<file path="src/rtl/foo_adder.sv">
// foo_adder: registered two-operand unsigned adder, c = (a + b) mod 2^WIDTH.
//
// Parameters
//   WIDTH  operand/result width (1..64), default 8
//
// Ports
//   clock  rising-edge clock
//   reset  asynchronous active-low reset; clears every result register
//   a, b   unsigned operands, sampled on each rising edge
//   c      registered sum, truncated to WIDTH bits
//
// Build option
//   FOO_ADDER_PIPE2_EN  adds a second register after the sum register.
//                       Latency goes from 1 to 2 clocks. Throughput stays
//                       at one result per clock.

module foo_adder #(
  parameter int WIDTH = 8
) (
  input  logic             clock,
  input  logic             reset,
  input  logic [WIDTH-1:0] a,
  input  logic [WIDTH-1:0] b,
  output logic [WIDTH-1:0] c
);

  // The add is sized to WIDTH on purpose. The carry-out would be dropped
  // anyway, so c wraps modulo 2^WIDTH. There is no saturation and no
  // overflow flag.
  logic [WIDTH-1:0] sum;
  assign sum = a + b;

`ifdef FOO_ADDER_PIPE2_EN
  logic [WIDTH-1:0] stage1;

  always_ff @(posedge clock or negedge reset) begin
    if (!reset) begin
      stage1 <= '0;
      c      <= '0;
    end else begin
      stage1 <= sum;
      c      <= stage1;
    end
  end
`else
  always_ff @(posedge clock or negedge reset) begin
    if (!reset) c <= '0;
    else        c <= sum;
  end
`endif

endmodule

</file>
<file path="config.mk">
export PLATFORM = sky130hd
export DESIGN_NAME = foo_adder
export DESIGN_NICKNAME = d
export VERILOG_FILES = /design/src/rtl/foo_adder.sv
export SDC_FILE = /design/constraint.sdc
export NUM_CORES = 1
export LEC_CHECK = 0
export ABC_CLOCK_PERIOD_IN_PS = 800
export CELL_PAD_IN_SITES_DETAIL_PLACEMENT = 1
export CELL_PAD_IN_SITES_GLOBAL_PLACEMENT = 2
export CORE_ASPECT_RATIO = 0.6
export CORE_MARGIN = 10
export CORE_UTILIZATION = 24
export DETAILED_ROUTE_END_ITERATION = 8
export GPL_TIMING_DRIVEN = 0
export PLACE_DENSITY_LB_ADDON = 0.15
export SYNTH_ARGS = -nofsm -noshare
export SYNTH_HDL_FRONTEND = slang
export SYNTH_SLANG_ARGS = --single-unit
</file>
<file path="constraint.sdc">
create_clock -name clock -period 0.8 [get_ports clock]
set_input_delay 0.12 -clock clock [delete_from_list [all_inputs] [get_ports clock]]
set_output_delay 0.12 -clock clock [all_outputs]
set_load 0.01 [all_outputs]
</file>
==> run_results.csv, run 1 <==
group,metric,value,unit
outcome,status,"finished with violations",
outcome,violations,"setup timing",
drt,dr_total_vias,524,
setup_path,cpPeakStageDelay,310,ps
power_and_ir_drop,finalPower,0.00172,W
sta,timing.final.crit_period,1170,ps
setup_path,cp.required,910,ps
synthesis,yosys.area_share.simple,8.71,%
global_routing,grt_start_max_net_pins,9,
synthesis,synth_edf_count,0,
floorplan,rows,13,
drt,antenna_left,0,
cells_and_area,largest_register_ffs,8,
min_path,worstHoldEndpoint,"c[0]",
min_path,hold_start,"a[0]",
global_routing,grt_use_total,8.15,%
sta,slew_viol_final,0,
floorplan,io_pins,26,
clocking,numCtsBuffers,3,
synthesis,synth.mux.area_fraction,0,%
sta,clock.fmax,0.856,GHz
synthesis,yosysMostFrequentCell,"dfrtp_1",
sta,slew_headroom,75.4,%
global_routing,antenna_found_initial,0,
setup_path,end_kind,"flop",
floorplan,core_area,0.00213,sq mm
drt,wirelength,1940,um
global_routing,grt_pass1_vias,574,
clocking,clkSinkCount,8,
min_path,hold_depth,2,
floorplan,die_h,56.5,um
drt,drt-pass1-iter-count,4,
cells_and_area,layout-drive-gt1-share,60.9,%
cells_and_area,largest_register,"c",
sta,tightest_slew,363,ps
clocking,clock_path_buffers,2,
synthesis,netlist_area,532,sq um
synthesis,synth-xor-area-share,6.59,%
synthesis,ys_top_cells_by_area,"dfrtp_1 (38%), ha_1 (16%), a21oi_1 (4.7%)",
drt,route.detailed.drc,0,
clocking,tritoncts,"yes",
sta,final_hold_viol_count,0,
floorplan,die_area,0.00456,sq mm
setup_path,path_cells,"buf_8 -> ha_4 -> inv_2 -> fa_2 -> nor2b_4 -> o31a_1 -> o311ai_2",
placed_design,gp_congestion,0.667,
synthesis,synth_top_family_by_area,"compound AO/OA/AOI/OAI gates",
setup_path,arrival,1280,ps
setup_path,crit_fanout,3,
synthesis,ys_dominant_reg_cell,"dfrtp_1",
synthesis,synthTopCellsByCount,"dfrtp_1 (8), ha_1 (7), a21oi_1 (5), inv_1 (5), o211ai_1 (3)",
drt,drtIter0Drc,15,
sta,worst_slack,-368,ps
cells_and_area,nNetsFinal,115,
drt,vias_per_cell,4.48,
setup_path,slowest_stage,"o311ai_2",
floorplan,die_w,80.8,um
synthesis,synth_compound_area_share,23.3,%
synthesis,synthArstFlopShare,100,%
global_routing,grt_pass1_wl,2930,um
power_and_ir_drop,leakage,0.453,nW
placed_design,dp_hpwl,1310,um
cells_and_area,areaGrowthSynthToFinish,100,%
clocking,h-tree-depth,1,
synthesis,ys_seq_area_share,37.6,%
job,maxCapViolations,0,
floorplan,initial_utilization,25.0,%
sta,fin_hold_ws,104,ps
placed_design,portBuffers,25,
power_and_ir_drop,power_density,1620,mW/mm^2
synthesis,yosys.area.top_type,"dfrtp_1",
synthesis,synth_nets,76,
synthesis,synth_top_area_share,37.6,%
synthesis,ys_types,24,
sta,post-route-period-util,146,%
synthesis,ys_seq_elements,8,
setup_path,path_class,"in -> reg",
synthesis,synth_fa_ha_area_share,20.2,%
sta,setup_viol,15,
synthesis,yosysWarningCount,0,
cells_and_area,reg_top3,"c: 8 flops",
synthesis,syn_inst,50,
clocking,cts_root_buffer,"clkbuf_8",
drt,wl_per_cell,16.6,um
min_path,min-delay-path-class,"in -> reg",
sta,grt_setup_unrepaired,"yes",
global_routing,grt-ovfl-total,0,
power_and_ir_drop,irDropWorstVdd,0.664,mV
synthesis,avgSynthCellArea,10.6,sq um
setup_path,start_kind,"primary input",
cells_and_area,diodes,0,
clocking,clk_pin_slew,40,ps
## worst max-delay path, delay by kind of cell
kind            cells  cell delay [ps]
compound gates      2              580
simple gates        1               50
buf+inv             2              150
fa+ha+maj           2              380
## cell type report
cell class | count | area [sq um]
clock buffer | 3 | 41.3
fill | 233 | 1070
inverter | 5 | 18.8
multi-input combinational | 37 | 474
sequential | 8 | 200
tap | 30 | 37.5
timing repair buffer | 34 | 293
## what timing repair did
| action | in CTS | in global routing |
|---|---|---|
| setup endpoints to repair | 15 | 15 |
| hold buffers | 0 | 0 |
| gates resized for setup | 98 | 15 |
| pin swaps | 20 | 7 |
| setup buffers | 6 | 4 |
## worst max path at each step
stage | end | depth (start not counted) | slack, ps | from
2_1_floorplan | c[6] | 6 | -370 | a[0]
3_3_place_gp | c[6] | 7 | -1000 | a[0]
3_5_place_dp | c[5] | 5 | -990 | a[1]
4_1_cts | c[6] | 7 | -280 | b[0]
5_1_grt | c[6] | 7 | -400 | b[0]
6_report | c[6] | 7 | -370 | b[0]
## where the power goes
part	leakage [nW]	internal (W)	switching, W	total, W
logic	0.338	0.000419	0.000313	0.000731
registers	0.0932	0.000476	0.0000313	0.000508
clock network	0.0216	0.000326	0.000156	0.000482
total	0.453	0.00122	0.000500	0.00172
## cells by family (layout without fill, tap and decap cells)
logic type	count (synthesis)	in the layout
simple gates	7	7
compound gates	18	18
flops	8	8
buf+inv	5	42
fa+ha+maj	8	8
xor+xnor	4	4
## metal layers
metal  vias up  GRT usage, %  share of wire (%)
met2        20          11.2                 43
met3         4          2.70                5.5
met5         -             0                  0
met1       242          10.7                 49
li1        258             -                  -
met4         0          4.42                1.8
## layout by cell type, fill, tap and decap left out, drive strengths merged
cell type,count
buf,27
dfrtp,8
ha,7
inv,5
a21oi,5
dlygate4sd2,4
o211ai,3
clkbuf,3
clkdlybuf4s50,3
xor2,2
nor2b,2
o311ai,2
o21ai,2
xnor2,2
a211oi,1
nand2,1
nor3,1
o2bb2ai,1
o21a,1
o31a,1
nand2b,1
nor3b,1
a221oi,1
nor2,1
a21o,1
fa,1
## through the flow
stage / std cells / utilization (%) / area, sq um / setup WS (ps) / TNS, ps
after CTS: 114 / 45.5 / 970 / -282 / -1240
final: 117 / 50.0 / 1060 / -368 / -1510
after floorplan: 50 / - / 547 / -367 / -1600
after detailed placement: 105 / 39.2 / 835 / -994 / -7380
after global routing: 117 / 50.0 / 1060 / -401 / -2000
after global placement: 105 / 39.2 / 835 / -1000 / -7300
Power figures use the tool's default switching activity.
==> inputs of run 2 (changes only) <==
--- a/config.mk
+++ b/config.mk
@@ -14,6 +14,7 @@
 export DETAILED_ROUTE_END_ITERATION = 8
 export GPL_TIMING_DRIVEN = 0
 export PLACE_DENSITY_LB_ADDON = 0.15
+export SKIP_LAST_GASP = 1
 export SYNTH_ARGS = -nofsm -noshare
 export SYNTH_HDL_FRONTEND = slang
 export SYNTH_SLANG_ARGS = --single-unit
==> run 2 against run 1 <==
Against the previous run:
- the run still ends with setup timing left
- wire length decreased by 5.8%
- utilization decreased by 0.35 points
- non-clock buffer count unchanged
- via count unchanged
- sequential power about the same
- hold slack about the same
- maximum frequency increased by 3.1%
- cell area decreased by 0.71%
- combinational power decreased by 3%
- global-route usage unchanged
- worst setup slack improved by 36 ps
- critical endpoint is now c[4]
==> run_results.csv, run 2 (synthesis gave the netlist of run 1 again) <==
group,metric,value,unit
sta,timing.final.crit_period,1130,ps
sta,final_hold_viol_count,0,
sta,finalSetupTns,-1450,ps
setup_path,cp.required,900,ps
drt,wirelength,1830,um
clocking,tritoncts,"yes",
cells_and_area,fin_area,0.00106,sq mm
floorplan,die_w,80.8,um
setup_path,arrival,1230,ps
floorplan,core_area,0.00213,sq mm
clocking,cts_root_buffer,"clkbuf_8",
placed_design,gp_congestion,0.667,
sta,tightest_slew,345,ps
min_path,min-delay-path-class,"in -> reg",
sta,clock.fmax,0.883,GHz
setup_path,start_kind,"primary input",
min_path,worstHoldEndpoint,"c[0]",
cells_and_area,largest_register_ffs,8,
floorplan,die_area,0.00456,sq mm
clocking,clkSinkCount,8,
setup_path,path_class,"in -> reg",
cells_and_area,largest_register,"c",
outcome,violations,"setup timing",
floorplan,initial_utilization,25.0,%
cells_and_area,final_common_cell,"buf_6",
floorplan,io_pins,26,
cells_and_area,layout-drive-gt1-share,59.8,%
sta,setup_viol,14,
cells_and_area,diodes,0,
clocking,clock_path_buffers,2,
sta,slew_headroom,76.9,%
sta,grt_setup_unrepaired,"yes",
power_and_ir_drop,power_density,1610,mW/mm^2
floorplan,die_h,56.5,um
global_routing,grt_pass1_wl,2930,um
min_path,hold_depth,2,
cells_and_area,reg_top3,"c: 8 flops",
setup_path,end_kind,"flop",
cells_and_area,nNetsFinal,115,
job,maxCapViolations,0,
drt,dr_total_vias,524,
cells_and_area,nFillCells,232,
sta,worst_slack,-332,ps
power_and_ir_drop,finalPower,0.00170,W
drt,wl_per_cell,15.6,um
outcome,status,"finished with violations",
clocking,clk_pin_slew,40,ps
global_routing,grt_pass1_vias,574,
setup_path,crit_fanout,3,
global_routing,grt_use_total,8.15,%
power_and_ir_drop,irDropWorstVdd,0.658,mV
min_path,hold_start,"a[0]",
sta,post-route-period-util,142,%
placed_design,placed_area,835,sq um
placed_design,dp_hpwl,1310,um
global_routing,grt-ovfl-total,0,
cells_and_area,final_cell_mix,"buf_6 (10), dfrtp_1 (8), buf_4 (8), buf_2 (8), ha_4 (7)",
drt,drt-pass1-iter-count,2,
global_routing,grt_start_max_net_pins,9,
drt,drtIter0Drc,14,
floorplan,rows,13,
power_and_ir_drop,leakage,0.449,nW
sta,fin_hold_ws,105,ps
drt,antenna_left,0,
cells_and_area,areaGrowthSynthToFinish,98.8,%
placed_design,portBuffers,25,
clocking,h-tree-depth,1,
global_routing,antenna_found_initial,0,
clocking,numCtsBuffers,3,
drt,vias_per_cell,4.48,
sta,slew_viol_final,0,
drt,route.detailed.drc,0,
run 2: cell counts in the layout (fill, tap and decap cells not counted):
No cell type changed its count.
run 2: where the power goes:
| group | total [W] | switching [W] | internal (W) |
|---|---|---|---|
| sequential | 0.000507 | 0.0000310 | 0.000476 |
| combinational | 0.000711 | 0.000301 | 0.000410 |
| clock | 0.000482 | 0.000156 | 0.000326 |
run 2: what timing repair did:
| action | CTS | global route |
|---|---|---|
| pin swaps | 20 | 7 |
| resized for setup | 98 | 13 |
| setup buffers | 6 | 4 |
| hold buffers | 0 | 0 |
| endpoints found under the setup margin | 15 | 15 |
| cloned | 0 | 0 |
run 2: worst max-delay path by stage:
stage	from	to	slack, ps	cells past startpoint
5_1_grt	b[0]	c[4]	-360	8
2_1_floorplan	a[0]	c[6]	-370	6
6_report	b[0]	c[4]	-330	8
3_5_place_dp	a[1]	c[5]	-990	5
4_1_cts	b[0]	c[6]	-280	7
3_3_place_gp	a[0]	c[6]	-1000	7
run 2: final cells by class:
type / instances / area [sq um] / share of cell area (%)
Sequential cell: 8 / 200 / 18.9
Multi-Input combinational cell: 37 / 467 / 44.1
Timing Repair Buffer: 34 / 293 / 27.7
Tap cell: 30 / 37.5 / 3.55
Inverter: 5 / 18.8 / 1.78
Clock buffer: 3 / 41.3 / 3.91
run 2: metrics by stage:
step / util, % / worst slack [ps] / cells
2_1_floorplan: - / -367 / 50
3_3_place_gp: 39.2 / -1000 / 105
3_5_place_dp: 39.2 / -994 / 105
4_1_cts: 45.5 / -282 / 114
5_1_grt: 49.6 / -363 / 117
6_report: 49.6 / -332 / 117
run 2: metal layers:
metal | vias up | wire length (um) | global-route usage (%)
met5 | - | 0 | 0
met4 | 0 | 35 | 4.42
met3 | 4 | 95 | 2.70
met2 | 18 | 792 | 11.2
met1 | 244 | 903 | 10.7
li1 | 258 | - | -
run 2: critical path, stage by stage:
cell	delay, ps
buf_8	70
ha_4	140
inv_2	40
fa_2	360
nor2b_4	140
o31a_1	200
buf_4	140
a21oi_2	30
